[src/rtl/filtro_ctrl.sv]
// filtro_ctrl: sequencer for the FILTRO sample delay line and shared MAC path.
// Each accepted sample strobe walks LOAD -> MAC (N_TAPS cycles) -> SHIFT -> DONE.
// All outputs are decoded from registered state, so they are glitch-free Moore outputs.
module filtro_ctrl #(
  parameter int N_TAPS = 5,
  parameter int SEL_W  = 3,
  parameter int CNT_W  = 16
) (
  input  logic             clk,
  input  logic             rst_n,
  input  logic             en,
  input  logic             muestra_lista,
  input  logic             clr_overrun,
  output logic             leer,
  output logic             desp,
  output logic [SEL_W-1:0] sel,
  output logic             acc_clr,
  output logic             acc_en,
  output logic             dato_listo,
  output logic             ocupado,
  output logic             overrun,
  output logic [CNT_W-1:0] n_muestras
);

  typedef enum logic [2:0] {
    IDLE  = 3'd0,
    LOAD  = 3'd1,
    MAC   = 3'd2,
    SHIFT = 3'd3,
    DONE  = 3'd4
  } state_t;

  // Index of the final product; N_TAPS never exceeds 2**SEL_W so this fits.
  localparam logic [SEL_W-1:0] LAST_SEL = SEL_W'(N_TAPS - 1);

  state_t           state_q, state_d;
  logic [SEL_W-1:0] sel_q, sel_d;
  logic [CNT_W-1:0] cnt_q, cnt_d;
  logic             overrun_q, overrun_d;
  logic             strobe_ok;
  logic             strobe_accept;
  logic             strobe_drop;

  // A strobe only counts while enabled; it starts a sequence from IDLE, otherwise it is lost.
  assign strobe_ok     = en && muestra_lista;
  assign strobe_accept = strobe_ok && (state_q == IDLE);
  assign strobe_drop   = strobe_ok && (state_q != IDLE);

  // State register: synchronous active-low reset aborts any sequence in flight.
  always_ff @(posedge clk) begin
    if (!rst_n) begin
      state_q   <= IDLE;
      sel_q     <= '0;
      cnt_q     <= '0;
      overrun_q <= 1'b0;
    end else begin
      state_q   <= state_d;
      sel_q     <= sel_d;
      cnt_q     <= cnt_d;
      overrun_q <= overrun_d;
    end
  end

  // Next-state logic: sequencing, tap stepping, sample count and sticky overrun.
  always_comb begin
    state_d = state_q;
    sel_d   = sel_q;
    cnt_d   = cnt_q;
    unique case (state_q)
      IDLE: begin
        sel_d = '0;
        if (strobe_accept) state_d = LOAD;
      end
      LOAD: begin
        sel_d   = '0;
        state_d = MAC;
      end
      MAC: begin
        if (sel_q == LAST_SEL) begin
          sel_d   = '0;
          state_d = SHIFT;
        end else begin
          sel_d = sel_q + 1'b1;
        end
      end
      SHIFT: begin
        // Count bumps on entry to DONE so n_muestras is current while dato_listo is high.
        sel_d   = '0;
        cnt_d   = cnt_q + 1'b1;
        state_d = DONE;
      end
      DONE: begin
        sel_d   = '0;
        state_d = IDLE;
      end
      default: begin
        sel_d   = '0;
        state_d = IDLE;
      end
    endcase

    // A lost strobe takes priority over a clear arriving in the same cycle.
    if (strobe_drop) begin
      overrun_d = 1'b1;
    end else if (clr_overrun) begin
      overrun_d = 1'b0;
    end else begin
      overrun_d = overrun_q;
    end
  end

  // Output decode: strobes depend only on the registered state.
  always_comb begin
    leer       = 1'b0;
    desp       = 1'b0;
    acc_clr    = 1'b0;
    acc_en     = 1'b0;
    dato_listo = 1'b0;
    ocupado    = (state_q != IDLE);
    unique case (state_q)
      IDLE:    ;
      LOAD: begin
        leer    = 1'b1;
        acc_clr = 1'b1;
      end
      MAC:     acc_en     = 1'b1;
      SHIFT:   desp       = 1'b1;
      DONE:    dato_listo = 1'b1;
      default: ;
    endcase
  end

  assign sel        = sel_q;
  assign overrun    = overrun_q;
  assign n_muestras = cnt_q;

endmodule
[config.mk]
export PLATFORM = sky130hd
export DESIGN_NAME = filtro_ctrl
export DESIGN_NICKNAME = d
export VERILOG_FILES = /design/src/rtl/filtro_ctrl.sv
export SDC_FILE = /design/constraint.sdc
export NUM_CORES = 1
export LEC_CHECK = 0
export BUFFER_PORTS_ARGS = -buffer_cell sky130_fd_sc_hd__buf_2
export CAP_MARGIN = 20
export CORE_MARGIN = 5
export CORE_UTILIZATION = 50
export DETAILED_ROUTE_END_ITERATION = 12
export HOLD_SLACK_MARGIN = 0.08
export PLACE_DENSITY = 0.81
export SKIP_CTS_REPAIR_TIMING = 1
export SYNTH_ARGS = -nofsm -noshare
export SYNTH_HDL_FRONTEND = slang
export SYNTH_SLANG_ARGS = --single-unit
[constraint.sdc]
create_clock -name clk -period 2 [get_ports clk]
set_input_delay 0.4 -clock clk [delete_from_list [all_inputs] [get_ports clk]]
set_output_delay 0.4 -clock clk [all_outputs]
set_load 0.05 [all_outputs]
Word level (Yosys, flattened, before mapping)
Cells that the tools add are included.
{"block": "totals", "regBits": 23, "input_bits": 5, "elab_cells": 32}
{"block": "op_classes", "add_sub_neg": 2, "n_eq_ne": 7, "muxes": 9, "bitwise": 2, "reduce_logical": 8}
{"cell": "$add 16x1->16 const B", "n": 1}
{"cell": "$pmux 3 s4", "n": 1}
{"cell": "$eq 3x2->1 const B", "n": 2}
{"cell": "$eq 3x3->1 const B", "n": 2}
{"cell": "$mux 1", "n": 6}
{"cell": "$mux 3", "n": 2}
{"cell": "$ne 2x2->1 const B", "n": 2}
{"cell": "$add 3x1->3 const B", "n": 1}
{"cell": "$eq 3x1->1 const B", "n": 1}
{"cell": "$logic_and 1x1->1", "n": 3}
{"cell": "$logic_not 3->1", "n": 1}
{"cell": "$reduce_bool 3->1", "n": 1}
{"cell": "$reduce_or 3->1", "n": 1}
{"cell": "$not 1->1", "n": 2}
{"cell": "$reduce_and 2->1", "n": 1}
{"cell": "$reduce_bool 2->1", "n": 1}

Longest topological paths before layout
{"block": "depth", "depth_word": 4, "ltp_mapped": 7, "mapped_depth_nobuf": 5}

Worst setup path after synthesis
OpenSTA, ideal clock, no wires.
{"block": "synth_timing", "path_type": "reg2out", "from": "reg state_q[0]", "to": "out leer", "t_arrival_ns": 2.033, "setup_slack_ns": -0.433, "path_stages_with_launch": 3, "cell_sequence": "dfxtp_1 nor3b_1 buf_4"}
{"block": "synth_between", "elab_chain_cells": 2}
{"item": "from (decl)", "line_no": "36", "source": "state_t state_q, state_d;"}
{"item": "from (signal assigned)", "line_no": "57", "source": "state_q <= state_d;"}
{"item": "$eq 3x1->1"}
{"item": "$mux 1"}
{"item": "to (decl)", "line_no": "14", "source": "output logic leer,"}
Every way passes these cells.

Worst setup path in the final report
{"block": "layout_timing", "from": "reg state_q[2]", "to": "out desp"}
{"block": "layout_between", "elab_chain_cells": 2}
{"item": "$eq 3x2->1", "line_no": "120", "source": "unique case (state_q)"}
{"item": "$mux 1", "line_no": "120"}
{"item": "to (decl)", "line_no": "15", "source": "output logic desp,"}
Every way passes these cells.

==> flow_summary_export.csv <==
group,metric,value,unit
status,status,"completed",
timing,setup_viol,0,
timing,max_clock_freq,0.5368,GHz
routing,dr.first_iter.drc_count,9,
routing,drt_pass1_iterations,4,
floorplan,die_area,3167,um2
global_route,antenna_found_initial,0,
cells_and_area,drive_gt1_frac,0.3046,
routing,via_count,876,
cells_and_area,diodes,0,
placed_design,portBuffers,30,
worst_setup_path,crit_path_cell_trace,"nand3b_2 -> buf_4 -> inv_1 -> clkbuf_4",
global_route,grt_pass1_wl,3.588,mm
global_route,met3_usage,0.02523,
routing,wirelength,2.095,mm
global_route,grt_max_degree,23,
placed_design,pre_cts_slack,0.1773,ns
routing,drt-wirelength-per-cell,11.77,um
cells_and_area,instances_no_fill,178,
timing,fin_worst_skew,0.003541,ns
global_route,grtUsageTotal,0.1393,
cells_and_area,nNetsFinal,160,
hold_path,hp-class,"primary input to flop",
synth,syn_avg_cell_area,8.779,um2
routing,final_antenna_net_count,0,
clock_tree,cts_tree,"yes",
floorplan,fp.dieW,56.28,um
worst_setup_path,crit_end,"desp",
worst_setup_path,startpoint_type,"flop",
clock_tree,cts.sinks,23,
synth,synth_cell_type_count,29,
timing,drv_slew,0,
worst_setup_path,crit_type,"flop to output pin",
placed_design,place_congestion,0.6859,
timing,finalCritPeriodShare,0.9314,
floorplan,die_h,56.28,um
timing,rsz0062_at_grt,"no",
clock_tree,clk_pin_slew,0.12,ns
cells_and_area,layout_common_cells,"buf_2, dfxtp_1, inv_1, nand2_1",
routing,vias_per_cell,4.921,
worst_setup_path,r2r_end,"n_muestras[11]$_SDFFE_PN0P_",
cells_and_area,utilization,0.6363,
floorplan,start_util,0.5350,
worst_setup_path,worstPathArrival,1.46,ns
power,p_leak,0.0005527,uW
placed_design,placed_cells,174,
global_route,use_met2,0.2521,
global_route,grt_pass1_vias,858,
clock_tree,cts-buffers-inserted,3,
worst_setup_path,critPathMaxStageDelay,0.37,ns
worst_setup_path,reg2reg_depth,4,
timing,hold_viol_final,0,
synth,yosys_register_bits,23,
worst_setup_path,critPathCaptureType,"output pin",
clock_tree,clock-root-buffer,"clkbuf_4",
floorplan,rows,16,
power,ir_worst_vdd,0.0003604,V
job,maxCapViolations,0,
clock_tree,h-tree-depth,1,
global_route,grtUsageMet1,0.1549,
synth,ys.warnings.count,0,
timing,fin_crit,1.863,ns
global_route,grt-ovfl-total,0,
synth,synth_fp_nets,130,
synth,ys_seq_area_frac,0.4299,
synth,postSynthCellCount,122,
floorplan,core,2002,um2
cells_and_area,final_common_cell,"buf_2",
routing,drc_errors,0,
floorplan,io_pins,31,
global_route,grt.busiest_layer,"met2",
placed_design,dpl.hpwl,1.609,mm
worst_setup_path,startpoint,"state_q[2]$_SDFFE_PN0P_",
synth,syn_area,1071,um2
worst_setup_path,cp_max_fo,9,
power,pwr_density_cell,576.2,nW/um2
timing,relSlewSlack,0.7952,
worst_setup_path,r2r-start,"state_q[2]$_SDFFE_PN0P_",
worst_setup_path,reg2reg_slack,0.20,ns
clock_tree,insertion_delay,0.30,ns
worst_setup_path,slowest_stage,"dfxtp_1",
timing,fin_ws,0.1372,ns
cells_and_area,area_growth,18.93,%
worst_setup_path,worstPathRequired,1.60,ns
timing,tightest_slew,0.3072,ns
clock_tree,ctsLongestPathBuffers,2,
-- report_power, final --
part | leakage, uW | internal, uW | switching (uW)
logic | 0.000349 | 18.9 | 42.7
clock network | 0.0000150 | 77.5 | 126
registers | 0.000189 | 462 | 6.36
-- layout make-up --
type / count / area [um2]
Timing Repair Buffer: 31 / 160.2
Inverter: 11 / 41.29
Sequential cell: 23 / 469.2
Multi-Input combinational cell: 82 / 543.0
Fill cell: 192 / 728.2
Tap cell: 27 / 33.78
Clock buffer: 4 / 26.28
-- state kept, by name (all words and copies together) (netlist names) --
| name | count |
|---|---|
| state_q | 3 |
| overrun | 1 |
| sel | 3 |
| n_muestras | 16 |
-- Yosys cell counts --
cell	number	area share
a21boi_0	2	0.014
a21boi_1	4	0.028
a31oi_1	1	0.0058
a32oi_1	1	0.0082
and2_1	8	0.047
buf_2	2	0.0093
buf_4	1	0.0070
buf_6	1	0.011
clkbuf_1	2	0.0070
dfxtp_1	23	0.43
ha_1	3	0.035
inv_1	11	0.039
mux2i_1	2	0.019
nand2_1	10	0.035
nand2b_1	2	0.012
nand3_1	4	0.019
nand3b_2	1	0.011
nand4_1	3	0.018
nor2_1	5	0.018
nor2b_1	2	0.012
nor3_1	7	0.033
nor3b_1	3	0.021
o21ai_0	5	0.023
or3_1	6	0.035
or3_2	1	0.0070
or4_1	1	0.0070
or4_4	1	0.011
xnor2_1	8	0.065
xor2_1	2	0.016
-- through the flow --
step	hold WS, ns	TNS, ns	power, uW	area, um2
2_1_floorplan	0.5433	-0.004637	526.7	1087
3_3_place_gp	0.4412	0	539.1	1242
3_5_place_dp	0.4575	0	540.3	1242
4_1_cts	0.3878	0	743.6	1269
5_1_grt	0.4076	0	774.0	1274
6_report	0.3954	0	733.9	1274
-- worst min-delay path by stage --
stage	to	cells after the start	start
4_1_cts	overrun$_SDFFE_PN0P_	3	muestra_lista
6_report	overrun$_SDFFE_PN0P_	3	muestra_lista
3_3_place_gp	sel[0]$_SDFF_PP0_	1	sel[0]$_SDFF_PP0_
2_1_floorplan	state_q[0]$_SDFFE_PN0P_	1	state_q[0]$_SDFFE_PN0P_
5_1_grt	overrun$_SDFFE_PN0P_	3	muestra_lista
3_5_place_dp	sel[0]$_SDFF_PP0_	1	sel[0]$_SDFF_PP0_
-- critical path: cells and delay by family (launching register included) --
family | cells | cell delay [ns]
buffers and inverters | 3 | 0.55
flip-flops | 1 | 0.37
AND/OR/NAND/NOR | 1 | 0.24
-- metal layers --
| metal | vias up | wire (um) |
|---|---|---|
| met5 | - | 0 |
| met4 | 0 | 18 |
| met3 | 2 | 91 |
| met2 | 19 | 1092 |
| met1 | 396 | 892 |
| li1 | 459 | - |
-- cell families after synthesis --
family                     synth area share
and+or+nand+nor                      0.2827
DFF                                  0.4299
buffers and inverters               0.07244
AOI/OAI and AO/OA                   0.07944
xor gates and xnor gates            0.08178
adders and majority gates           0.03505
muxes                               0.01869
(Power assumes the default switching activity.)
